`src/rtl/sysram_pkg.sv`:
```
// Shared types for the system data RAM controller: FSM states, error codes and
// the write-source selection result.
package sysram_pkg;

  typedef enum logic {
    ST_INIT,
    ST_RUN
  } state_e;

  typedef enum logic [1:0] {
    ERR_NONE     = 2'd0,
    ERR_CONFLICT = 2'd1,
    ERR_NOSRC    = 2'd2,
    ERR_RANGE    = 2'd3
  } err_e;

  typedef enum logic [1:0] {
    SRC_NONE,
    SRC_ALU,
    SRC_PORT,
    SRC_CONFLICT
  } src_e;

  function automatic src_e src_select(input logic alu_vld, input logic port_vld);
    src_e sel;
    case ({port_vld, alu_vld})
      2'b01:   sel = SRC_ALU;
      2'b10:   sel = SRC_PORT;
      2'b11:   sel = SRC_CONFLICT;
      default: sel = SRC_NONE;
    endcase
    return sel;
  endfunction

endpackage

```
`src/rtl/sys_ram_ctrl_if.sv`:
```
// Access bus between the datapath/control ROM (master) and the RAM controller
// (slave): request strobes, write candidates, RDR and status.
interface sys_ram_ctrl_if #(
  parameter int DATA_W = 8,
  parameter int ADDR_W = 5
);
  logic              RAM_CS;
  logic              RAM_WE;
  logic              RAM_OE;
  logic [ADDR_W-1:0] ADDR;
  logic              ALU_VALID;
  logic [DATA_W-1:0] ALU_DATA;
  logic              PORT_VALID;
  logic [DATA_W-1:0] PORT_DATA;
  logic              RDR_EN;
  logic              ERR_CLR;
  logic [DATA_W-1:0] RDR;
  logic              RD_VALID;
  logic              RAM_READY;
  logic              BUS_ERR;
  logic [1:0]        ERR_CODE;

  modport master (
    output RAM_CS, RAM_WE, RAM_OE, ADDR, ALU_VALID, ALU_DATA,
           PORT_VALID, PORT_DATA, RDR_EN, ERR_CLR,
    input  RDR, RD_VALID, RAM_READY, BUS_ERR, ERR_CODE
  );

  modport slave (
    input  RAM_CS, RAM_WE, RAM_OE, ADDR, ALU_VALID, ALU_DATA,
           PORT_VALID, PORT_DATA, RDR_EN, ERR_CLR,
    output RDR, RD_VALID, RAM_READY, BUS_ERR, ERR_CODE
  );
endinterface

```
`src/rtl/sys_ram_array.sv`:
```
// DEPTH x DATA_W storage: synchronous single write port, combinational read.
// Reads beyond DEPTH return zero so no undefined word ever leaks out.
module sys_ram_array #(
  parameter int DATA_W = 8,
  parameter int ADDR_W = 5,
  parameter int DEPTH  = 32
) (
  input  logic              clk,
  input  logic              we,
  input  logic [ADDR_W-1:0] waddr,
  input  logic [DATA_W-1:0] wdat,
  input  logic [ADDR_W-1:0] raddr,
  output logic [DATA_W-1:0] rdat
);
  localparam logic [ADDR_W:0] DEPTH_X = (ADDR_W+1)'(DEPTH);

  logic [DATA_W-1:0] mem_q [DEPTH];

  always_ff @(posedge clk) begin
    if (we) begin
      mem_q[waddr] <= wdat;
    end
  end

  assign rdat = ({1'b0, raddr} < DEPTH_X) ? mem_q[raddr] : '0;
endmodule

```
`src/rtl/sys_ram_ctrl.sv`:
```
// Data RAM controller: power-up clear, checked ALU/port write-source select,
// write-first RDR load and sticky first-error capture.
module sys_ram_ctrl
  import sysram_pkg::*;
#(
  parameter int DATA_W = 8,
  parameter int ADDR_W = 5,
  parameter int DEPTH  = 32
) (
  input  logic         CLK,
  input  logic         RST,
  sys_ram_ctrl_if.slave bus
);
  localparam logic [ADDR_W:0]   DEPTH_X  = (ADDR_W+1)'(DEPTH);
  localparam logic [ADDR_W-1:0] LAST_IDX = ADDR_W'(DEPTH-1);

  state_e            state_q, state_d;
  logic [ADDR_W-1:0] cnt_q, cnt_d;
  logic [DATA_W-1:0] rdr_q, rdr_d;
  logic              rd_valid_q, rd_valid_d;
  logic              ready_q, ready_d;
  logic              bus_err_q, bus_err_d;
  err_e              err_code_q, err_code_d;

  logic              mem_we;
  logic [ADDR_W-1:0] mem_waddr;
  logic [DATA_W-1:0] mem_wdat;
  logic [DATA_W-1:0] mem_rdat;

  src_e src;
  err_e err_now;
  logic in_range, wr_req, rd_req, wr_ok;

  sys_ram_array #(
    .DATA_W(DATA_W),
    .ADDR_W(ADDR_W),
    .DEPTH (DEPTH)
  ) u_array (
    .clk  (CLK),
    .we   (mem_we),
    .waddr(mem_waddr),
    .wdat (mem_wdat),
    .raddr(bus.ADDR),
    .rdat (mem_rdat)
  );

  always_comb begin
    state_d    = state_q;
    cnt_d      = cnt_q;
    rdr_d      = rdr_q;
    rd_valid_d = 1'b0;
    ready_d    = ready_q;
    bus_err_d  = bus_err_q;
    err_code_d = err_code_q;
    err_now    = ERR_NONE;
    wr_ok      = 1'b0;

    in_range  = {1'b0, bus.ADDR} < DEPTH_X;
    src       = src_select(bus.ALU_VALID, bus.PORT_VALID);
    wr_req    = bus.RAM_CS & bus.RAM_WE;
    rd_req    = bus.RAM_CS & bus.RAM_OE;
    mem_we    = 1'b0;
    mem_waddr = bus.ADDR;
    mem_wdat  = (src == SRC_PORT) ? bus.PORT_DATA : bus.ALU_DATA;

    case (state_q)
      ST_INIT: begin
        mem_we    = 1'b1;
        mem_waddr = cnt_q;
        mem_wdat  = '0;
        cnt_d     = cnt_q + 1'b1;
        if (cnt_q == LAST_IDX) begin
          state_d = ST_RUN;
          ready_d = 1'b1;
        end
      end
      ST_RUN: begin
        if ((wr_req || rd_req) && !in_range) begin
          err_now = ERR_RANGE;
        end else if (wr_req && src == SRC_CONFLICT) begin
          err_now = ERR_CONFLICT;
        end else if (wr_req && src == SRC_NONE) begin
          err_now = ERR_NOSRC;
        end

        wr_ok  = wr_req && in_range && (src == SRC_ALU || src == SRC_PORT);
        mem_we = wr_ok;

        // Same-cycle write to the shared address wins over the stored word.
        if (rd_req && bus.RDR_EN && in_range) begin
          rdr_d      = wr_ok ? mem_wdat : mem_rdat;
          rd_valid_d = 1'b1;
        end

        if (bus.ERR_CLR) begin
          bus_err_d  = 1'b0;
          err_code_d = ERR_NONE;
        end
        if (err_now != ERR_NONE && !bus_err_d) begin
          bus_err_d  = 1'b1;
          err_code_d = err_now;
        end
      end
      default: state_d = ST_INIT;
    endcase
  end

  always_ff @(posedge CLK or posedge RST) begin
    if (RST) begin
      state_q    <= ST_INIT;
      cnt_q      <= '0;
      rdr_q      <= '0;
      rd_valid_q <= 1'b0;
      ready_q    <= 1'b0;
      bus_err_q  <= 1'b0;
      err_code_q <= ERR_NONE;
    end else begin
      state_q    <= state_d;
      cnt_q      <= cnt_d;
      rdr_q      <= rdr_d;
      rd_valid_q <= rd_valid_d;
      ready_q    <= ready_d;
      bus_err_q  <= bus_err_d;
      err_code_q <= err_code_d;
    end
  end

  assign bus.RDR       = rdr_q;
  assign bus.RD_VALID  = rd_valid_q;
  assign bus.RAM_READY = ready_q;
  assign bus.BUS_ERR   = bus_err_q;
  assign bus.ERR_CODE  = err_code_q;
endmodule

```
`src/flat_wrapper.sv`:
```
// flat-port wrapper written by rule: the top's interface ports become plain ports
module sys_ram_ctrl_flat import sysram_pkg::*;
#(
  parameter int DATA_W = 8,
  parameter int ADDR_W = 5,
  parameter int DEPTH  = 32
)
  (CLK, RST, bus_RAM_CS, bus_RAM_WE, bus_RAM_OE, bus_ADDR, bus_ALU_VALID, bus_ALU_DATA, bus_PORT_VALID, bus_PORT_DATA, bus_RDR_EN, bus_ERR_CLR, bus_RDR, bus_RD_VALID, bus_RAM_READY, bus_BUS_ERR, bus_ERR_CODE);
  sys_ram_ctrl_if #(.DATA_W(DATA_W), .ADDR_W(ADDR_W)) bus_i ();
  input  logic CLK;
  input  logic RST;
  input wire logic [$bits(bus_i.RAM_CS)-1:0] bus_RAM_CS;
  input wire logic [$bits(bus_i.RAM_WE)-1:0] bus_RAM_WE;
  input wire logic [$bits(bus_i.RAM_OE)-1:0] bus_RAM_OE;
  input wire logic [$bits(bus_i.ADDR)-1:0] bus_ADDR;
  input wire logic [$bits(bus_i.ALU_VALID)-1:0] bus_ALU_VALID;
  input wire logic [$bits(bus_i.ALU_DATA)-1:0] bus_ALU_DATA;
  input wire logic [$bits(bus_i.PORT_VALID)-1:0] bus_PORT_VALID;
  input wire logic [$bits(bus_i.PORT_DATA)-1:0] bus_PORT_DATA;
  input wire logic [$bits(bus_i.RDR_EN)-1:0] bus_RDR_EN;
  input wire logic [$bits(bus_i.ERR_CLR)-1:0] bus_ERR_CLR;
  output wire logic [$bits(bus_i.RDR)-1:0] bus_RDR;
  output wire logic [$bits(bus_i.RD_VALID)-1:0] bus_RD_VALID;
  output wire logic [$bits(bus_i.RAM_READY)-1:0] bus_RAM_READY;
  output wire logic [$bits(bus_i.BUS_ERR)-1:0] bus_BUS_ERR;
  output wire logic [$bits(bus_i.ERR_CODE)-1:0] bus_ERR_CODE;
  assign bus_i.RAM_CS = bus_RAM_CS;
  assign bus_i.RAM_WE = bus_RAM_WE;
  assign bus_i.RAM_OE = bus_RAM_OE;
  assign bus_i.ADDR = bus_ADDR;
  assign bus_i.ALU_VALID = bus_ALU_VALID;
  assign bus_i.ALU_DATA = bus_ALU_DATA;
  assign bus_i.PORT_VALID = bus_PORT_VALID;
  assign bus_i.PORT_DATA = bus_PORT_DATA;
  assign bus_i.RDR_EN = bus_RDR_EN;
  assign bus_i.ERR_CLR = bus_ERR_CLR;
  assign bus_RDR = bus_i.RDR;
  assign bus_RD_VALID = bus_i.RD_VALID;
  assign bus_RAM_READY = bus_i.RAM_READY;
  assign bus_BUS_ERR = bus_i.BUS_ERR;
  assign bus_ERR_CODE = bus_i.ERR_CODE;
  sys_ram_ctrl #(.DATA_W(DATA_W), .ADDR_W(ADDR_W), .DEPTH(DEPTH)) u_core (.CLK(CLK), .RST(RST), .bus(bus_i));
endmodule
```
`config.mk`:
```
export PLATFORM = sky130hd
export DESIGN_NAME = sys_ram_ctrl_flat
export DESIGN_NICKNAME = d
export VERILOG_FILES = /design/src/rtl/sysram_pkg.sv /design/src/rtl/sys_ram_ctrl_if.sv /design/src/rtl/sys_ram_array.sv /design/src/rtl/sys_ram_ctrl.sv /design/src/flat_wrapper.sv
export SDC_FILE = /design/constraint.sdc
export NUM_CORES = 1
export LEC_CHECK = 0
export CAP_MARGIN = 25
export CELL_PAD_IN_SITES_DETAIL_PLACEMENT = 1
export CELL_PAD_IN_SITES_GLOBAL_PLACEMENT = 2
export CORE_AREA = 2 2 166 168
export DETAILED_ROUTE_END_ITERATION = 16
export DIE_AREA = 0 0 168 170
export PLACE_DENSITY_LB_ADDON = 0.3
export SYNTH_ARGS = -nofsm -noshare
export SYNTH_HDL_FRONTEND = slang
export SYNTH_SLANG_ARGS = --single-unit
```
`constraint.sdc`:
```
create_clock -name CLK -period 1.9 [get_ports CLK]
set_input_delay 0.38 -clock CLK [delete_from_list [all_inputs] [get_ports CLK]]
set_output_delay 0.38 -clock CLK [all_outputs]
set_load 0.01 [all_outputs]
```
# Yosys cells after proc, flatten, opt, wreduce, memory -nomap -nowiden
# Memory sizes are Yosys's and may differ from the RTL's. A register that Yosys moved wholly into a read port is not among the register bits.
# Index checks and enable logic that the tools add are counted.
[totals]
ramBits = 256
n_memories = 1
word_cells = 50
inputBits = 30
reg_bits = 11
[classes]
n_addsub = 1
bitwise_logic = 3
n_eq_ne = 7
n_mux = 19
reduce_logical = 13
[mem_list]
columns = ["memory", "words", "width", "rd", "rd_clocked_by_memory_dff", "wr", "line", "source"]
rows = [
  ["u_core.u_array.mem_q", 32, 8, 1, 1, 1, "sys_ram_array.sv:17", "logic [DATA_W-1:0] mem_q [DEPTH];"],
]
[ops]
columns = ["op", "n"]
rows = [
  ["8-bit two-way mux", 2],
  ["2-bit two-way mux", 5],
  ["1-bit two-way mux", 9],
  ["2-bit == test, second input constant", 4],
  ["2-bit case mux with 3 select lines", 1],
  ["2-bit AND reduction", 3],
  ["5-bit by 1-bit adder with 5-bit output, second input constant", 1],
  ["5-bit == test, second input constant", 1],
  ["1-bit logical AND", 5],
  ["5-bit two-way mux", 1],
  ["2-bit by 1-bit == test with 1-bit output, second input constant", 2],
  ["2-bit nonzero test", 2],
  ["1-bit bitwise AND", 2],
  ["2-bit zero test", 1],
  ["1-bit case mux with 2 select lines", 1],
  ["1-bit zero test", 1],
  ["1-bit logical OR", 1],
  ["1-bit NOT", 1],
]

# Longest topological paths before layout
[depth]
depth_word = 11
mapped_depth = 8
ltp_nobuf = 6

# By module
# A second synthesis with hierarchy kept.
[hier_totals]
cells_unflattened = 517
hier_area_um2 = 11104.4
[modules_own_cells]
columns = ["module", "cells_each", "instances", "area_each_um2"]
rows = [
  ["sys_ram_array", 409, 1, 9893.2],
  ["sys_ram_ctrl", 108, 1, 1211.2],
]

# Worst setup path before layout
# No wires, ideal clock.
[synth_timing]
path_type = "input-to-reg"
startpoint = "in bus_ALU_VALID"
endpoint = "reg u_core.rdr_q[6], in the netlist u_core.bus.RDR[6], read port of u_core.u_array.mem_q"
required_time_ns = 1.775
path_stages = 7
path_slack_ns = -0.301
setup_time_ns = 0.125
arrival_time_ns = 2.075
cell_sequence = "inv_1 ha_1 buf_2 mux2i_1 nor2_1 o22ai_1 a2111oi_0"
[synth_rtl]
columns = ["item", "line", "source"]
rows = [
  ["start, declared", "flat_wrapper.sv:16", "input wire logic [$bits(bus_i.ALU_VALID)-1:0] bus_ALU_VALID;"],
  ["end, declared", "sys_ram_ctrl.sv:19", "logic [DATA_W-1:0] rdr_q, rdr_d;"],
]

==> impl_metrics.prom <==
# TYPE chip_impl_metric gauge
chip_impl_info{name="run_status",value="finished with violations"} 1
chip_impl_info{name="violations",value="negative setup slack"} 1
chip_impl_metric{name="routabilityCongestion",unit=""} 0.8568
chip_impl_metric{name="finish.cell_count_without_fillers",unit=""} 1157
chip_impl_metric{name="drc",unit=""} 0
chip_impl_metric{name="worstRegToRegCells",unit=""} 8
chip_impl_metric{name="maxClockFrequency",unit="MHz"} 500.9
chip_impl_metric{name="grt_start_max_net_pins",unit=""} 33
chip_impl_info{name="cpMostUsedCell",value="sky130_fd_sc_hd__buf_4"} 1
chip_impl_info{name="final_cell_mix",value="sky130_fd_sc_hd__edfxtp_1, sky130_fd_sc_hd__buf_4, sky130_fd_sc_hd__mux2i_1, sky130_fd_sc_hd__mux4_2, sky130_fd_sc_hd__clkdlybuf4s50_1"} 1
chip_impl_metric{name="worstPathMaxFanout",unit=""} 9
chip_impl_metric{name="final_core_util",unit="%"} 55.17
chip_impl_metric{name="cts-buffers-inserted",unit=""} 27
chip_impl_info{name="end_kind",value="register"} 1
chip_impl_metric{name="clock_path_buffers",unit=""} 3
chip_impl_metric{name="worst-slew-pin-transition",unit="ps"} 446.5
chip_impl_metric{name="critPathBufInv",unit=""} 3
chip_impl_metric{name="design.portCount",unit=""} 43
chip_impl_metric{name="route.antenna.remaining_nets",unit=""} 0
chip_impl_metric{name="power_report.internal_total",unit="mW"} 10.03
chip_impl_metric{name="clk_pin_slew",unit="ps"} 70
chip_impl_metric{name="floorplan.rows",unit=""} 60
chip_impl_metric{name="cts.htree.levels",unit=""} 1
chip_impl_metric{name="final_design_area_no_fill",unit="um^2"} 14700
chip_impl_metric{name="layout_min_cycle_time",unit="ps"} 1997
chip_impl_metric{name="net-switching-power",unit="mW"} 2.880
chip_impl_metric{name="vdd_ir_drop_max",unit="mV"} 0.4494
chip_impl_metric{name="asyncSetResetFlopFracSynth",unit="%"} 6.909
chip_impl_metric{name="critPathArrivalTime",unit="ps"} 2380
chip_impl_info{name="path_cells",value="clkdlybuf4s50_1, buf_4, nor2b_1, buf_4, a221oi_1, o21ai_0, a311oi_1"} 1
chip_impl_metric{name="grt_pass1_wl",unit="um"} 45110
chip_impl_metric{name="critical_path_depth",unit=""} 7
chip_impl_info{name="slowest_stage",value="sky130_fd_sc_hd__clkdlybuf4s50_1"} 1
chip_impl_metric{name="sequential_to_total_area_share_from_yosys_stat",unit="%"} 71.79
chip_impl_metric{name="post-dp-hpwl",unit="um"} 21080
chip_impl_metric{name="postLayoutSetupSlackWorst",unit="ps"} -96.53
chip_impl_metric{name="hold_violations",unit=""} 0
chip_impl_metric{name="critPathMaxStageDelay",unit="ps"} 530
chip_impl_info{name="cts.root.buffer_cell",value="sky130_fd_sc_hd__clkbuf_16"} 1
chip_impl_metric{name="p_leak",unit="nW"} 5.086
chip_impl_metric{name="timing.final.setup_violations",unit=""} 9
chip_impl_metric{name="worst_clock_skew",unit="ps"} 24.23
chip_impl_metric{name="number_of_synthesized_flops_with_an_enable_pin",unit=""} 256
chip_impl_metric{name="syn-mean-instance-area",unit="um^2"} 19.01
chip_impl_metric{name="drt-pass1-iter-count",unit=""} 5
chip_impl_metric{name="fill_cells",unit=""} 2356
chip_impl_info{name="timing.setup.critical_path_class",value="in -> reg"} 1
chip_impl_metric{name="port_buffers",unit=""} 42
chip_impl_metric{name="clock_power_share",unit="%"} 38.1
chip_impl_info{name="holdCritPathClass",value="in -> async"} 1
chip_impl_info{name="mostFrequentLayoutCell",value="sky130_fd_sc_hd__edfxtp_1"} 1
chip_impl_metric{name="maxCapViolations",unit=""} 0
chip_impl_metric{name="pre_cts_ws",unit="ps"} -1052
chip_impl_metric{name="nets",unit=""} 829
chip_impl_metric{name="final.period_utilization",unit="%"} 105.1
chip_impl_metric{name="drt-initial-drc-count",unit=""} 530
chip_impl_metric{name="routed_via_density",unit=""} 5.693
chip_impl_info{name="timing.critical_path.from_type",value="primary input"} 1
chip_impl_metric{name="detail_route.wirelength",unit="um"} 31040
chip_impl_metric{name="power_per_cell_area",unit="nW/um^2"} 878.0
chip_impl_metric{name="synth.lib_cells_used.distinct",unit=""} 53
chip_impl_metric{name="final_layout_size_suffix_gt1_share",unit="%"} 38.77
chip_impl_metric{name="areaGrowthSynthToFinish",unit="%"} 29.31
chip_impl_metric{name="ys_ff_latch",unit=""} 275
chip_impl_metric{name="power.share.combinational",unit="%"} 9.5
chip_impl_metric{name="timing_max_transition_violations_final",unit=""} 0
chip_impl_metric{name="cp_data_required_time",unit="ps"} 2290
chip_impl_metric{name="setup_slack_of_the_worst_register_to_register_path",unit="ps"} -50
chip_impl_metric{name="worst_rel_slew_slack",unit="%"} 70.17
chip_impl_metric{name="placedInstanceArea",unit="um^2"} 13130
chip_impl_metric{name="antenna_violations_before_repair",unit=""} 1
chip_impl_metric{name="holdBufCountCts",unit=""} 0
chip_impl_metric{name="fp.dieH",unit="um"} 170
chip_impl_metric{name="yosys_warnings",unit=""} 0
chip_impl_metric{name="grt_pass1_vias",unit=""} 6823
chip_impl_metric{name="power_switching_share",unit="%"} 22.31
chip_impl_metric{name="clock_sink_count",unit=""} 275
chip_impl_metric{name="dp.cells",unit=""} 1088
chip_impl_info{name="grt_setup_unrepaired",value="yes"} 1
chip_impl_info{name="synth_top_flop_cell",value="sky130_fd_sc_hd__edfxtp_1"} 1
chip_impl_info{name="critPathTopFamily",value="buffers and inverters"} 1
chip_impl_metric{name="netlist_area",unit="um^2"} 11370
chip_impl_metric{name="die_w",unit="um"} 168
chip_impl_metric{name="postSynthCellCount",unit=""} 598
chip_impl_metric{name="grt_use_total",unit="%"} 21.61
chip_impl_info{name="tritoncts_clock_tree",value="built"} 1
chip_impl_metric{name="die_area",unit="um^2"} 28560
chip_impl_metric{name="net_count_after_synthesis",unit=""} 633
chip_impl_metric{name="vias",unit=""} 6587
chip_impl_metric{name="routed_wire_length_per_instance",unit="um"} 26.83
chip_impl_metric{name="placeableCoreArea",unit="um^2"} 26650
chip_impl_metric{name="initial_core_util",unit="%"} 42.67
chip_impl_metric{name="power_frac_seq",unit="%"} 52.3
chip_impl_metric{name="grt_overflow_total",unit=""} 0
chip_impl_metric{name="clk-insertion-delay-late",unit="ps"} 550
chip_impl_metric{name="fin_hold_ws",unit="ps"} 174.8
[power by group through the flow]
stage          Sequential [mW]  Clock, mW  Combinational [mW]
6_report                  6.76       4.92                1.23
5_1_grt                   6.75       5.24                1.30
4_1_cts                   6.75       5.04                1.18
3_5_place_dp              6.88          0                1.13
3_3_place_gp              6.88          0                1.10
2_1_floorplan             6.88          0               0.511
[layer usage]
metal | routed length (um) | part of all wire [%] | global-route usage [%] | vias to the layer above
met5 | 0 | 0 | 0 | -
met1 | 13150 | 42 | 29.06 | 3470
met2 | 15460 | 50 | 36.69 | 218
met4 | 795 | 2.6 | 5.936 | 0
met3 | 1637 | 5.3 | 3.651 | 55
li1 | - | - | - | 2844
[timing repair]
| item | CTS | global route |
|---|---|---|
| setup buffers | 7 | 11 |
| endpoints found under the setup margin | 263 | 226 |
| hold endpoints to repair | 0 | 0 |
| pin swaps | 9 | 18 |
| resized for setup | 83 | 65 |
| gates cloned | 0 | 1 |
[worst min-delay path: stages]
cell                              delay [ps]
sky130_fd_sc_hd__clkdlybuf4s50_1         400
sky130_fd_sc_hd__inv_1                    50
sky130_fd_sc_hd__buf_4                   270
[cell families after synthesis]
logic type,Yosys count,share of synthesized area [%]
adders and majority gates,5,0.5502
and+or+nand+nor,114,4.743
xor gates and xnor gates,3,0.2311
muxes,98,15.37
DFF,275,71.79
buffers and inverters,41,2.696
AOI/OAI and AO/OA,62,4.621
[area by class of cell]
class	instances	area, um^2	area share (%)
Clock buffer	36	709.4	4.825
Antenna cell	1	2.502	0.01702
Timing Repair Buffer	195	1883	12.81
Sequential cell	275	8164	55.52
Clock inverter	14	100.1	0.6807
Multi-Input combinational cell	282	3369	22.92
Tap cell	341	426.7	2.902
Inverter	13	48.80	0.3319
[metrics by stage]
step                      TNS, ps  power [mW]
after global placement    -267820       7.978
final                      -360.9       12.91
after global routing        -3342       13.29
after CTS                  -795.8       12.96
after detailed placement  -275500       8.007
after floorplan            -37040       7.395
[state kept, by name, summed over array words and instances (netlist names)]
register and flops:
u_core.cnt_q 5, u_core.u_array.mem_q 256, u_core.bus.BUS_ERR 1, u_core.state_q 1
u_core.bus.RDR 8, u_core.bus.ERR_CODE 2, u_core.bus.RAM_READY 1, u_core.bus.RD_VALID 1
[synthesized netlist by cell type (2+ instances only)]
| master | n | area (um^2) |
|---|---|---|
| sky130_fd_sc_hd__a2111oi_0 | 6 | 52.55 |
| sky130_fd_sc_hd__buf_6 | 3 | 33.78 |
| sky130_fd_sc_hd__buf_1 | 2 | 7.510 |
| sky130_fd_sc_hd__or3_1 | 3 | 18.77 |
| sky130_fd_sc_hd__a221oi_1 | 8 | 70.07 |
| sky130_fd_sc_hd__mux2i_1 | 37 | 370.4 |
| sky130_fd_sc_hd__edfxtp_1 | 256 | 7687 |
| sky130_fd_sc_hd__ha_1 | 5 | 62.56 |
| sky130_fd_sc_hd__clkbuf_1 | 7 | 26.28 |
| sky130_fd_sc_hd__and3_1 | 4 | 25.02 |
| sky130_fd_sc_hd__and2_1 | 10 | 62.56 |
| sky130_fd_sc_hd__a221o_1 | 4 | 40.04 |
| sky130_fd_sc_hd__nand2b_1 | 6 | 37.54 |
| sky130_fd_sc_hd__nand4_1 | 2 | 12.51 |
| sky130_fd_sc_hd__o221ai_2 | 2 | 30.03 |
| sky130_fd_sc_hd__o21ai_0 | 6 | 30.03 |
| sky130_fd_sc_hd__a21o_1 | 2 | 15.01 |
| sky130_fd_sc_hd__buf_12 | 7 | 140.1 |
| sky130_fd_sc_hd__a22oi_1 | 3 | 22.52 |
| sky130_fd_sc_hd__nand3_1 | 5 | 25.02 |
| sky130_fd_sc_hd__nor4_1 | 2 | 12.51 |
| sky130_fd_sc_hd__mux4_2 | 36 | 810.8 |
| sky130_fd_sc_hd__buf_4 | 2 | 15.01 |
| sky130_fd_sc_hd__nand2_1 | 23 | 86.33 |
| sky130_fd_sc_hd__a32oi_1 | 2 | 17.52 |
| sky130_fd_sc_hd__buf_2 | 7 | 35.03 |
| sky130_fd_sc_hd__a2111oi_2 | 2 | 30.03 |
| sky130_fd_sc_hd__a21oi_1 | 5 | 25.02 |
| sky130_fd_sc_hd__nor2_1 | 47 | 176.4 |
| sky130_fd_sc_hd__mux4_1 | 19 | 499.2 |
| sky130_fd_sc_hd__xnor2_1 | 3 | 26.28 |
| sky130_fd_sc_hd__mux2_2 | 6 | 67.56 |
| sky130_fd_sc_hd__o31ai_1 | 3 | 22.52 |
| sky130_fd_sc_hd__a211oi_1 | 3 | 22.52 |
| sky130_fd_sc_hd__a221oi_2 | 2 | 30.03 |
| sky130_fd_sc_hd__inv_1 | 11 | 41.29 |
| sky130_fd_sc_hd__nor2b_1 | 6 | 37.54 |
| sky130_fd_sc_hd__a31oi_1 | 4 | 25.02 |
| sky130_fd_sc_hd__o22ai_1 | 2 | 12.51 |
| sky130_fd_sc_hd__dfrtp_1 | 19 | 475.5 |
| sky130_fd_sc_hd__a311oi_1 | 4 | 35.03 |
[worst paths after layout]
check	from	to
max reg2reg	u_core.state_q$_DFF_PP0_	u_core.bus.RDR[7]$_DFFE_PP0P_
min in group CLK	u_core.bus.RAM_READY$_DFFE_PP0P_	u_core.bus.RAM_READY$_DFFE_PP0P_
min reg2reg	u_core.bus.RAM_READY$_DFFE_PP0P_	u_core.bus.RAM_READY$_DFFE_PP0P_
max	bus_ADDR[2]	u_core.bus.RDR[1]$_DFFE_PP0P_
min	RST	u_core.bus.RD_VALID$_DFF_PP0_
max in group asynchronous	RST	u_core.state_q$_DFF_PP0_
(Power assumes the default switching activity.)
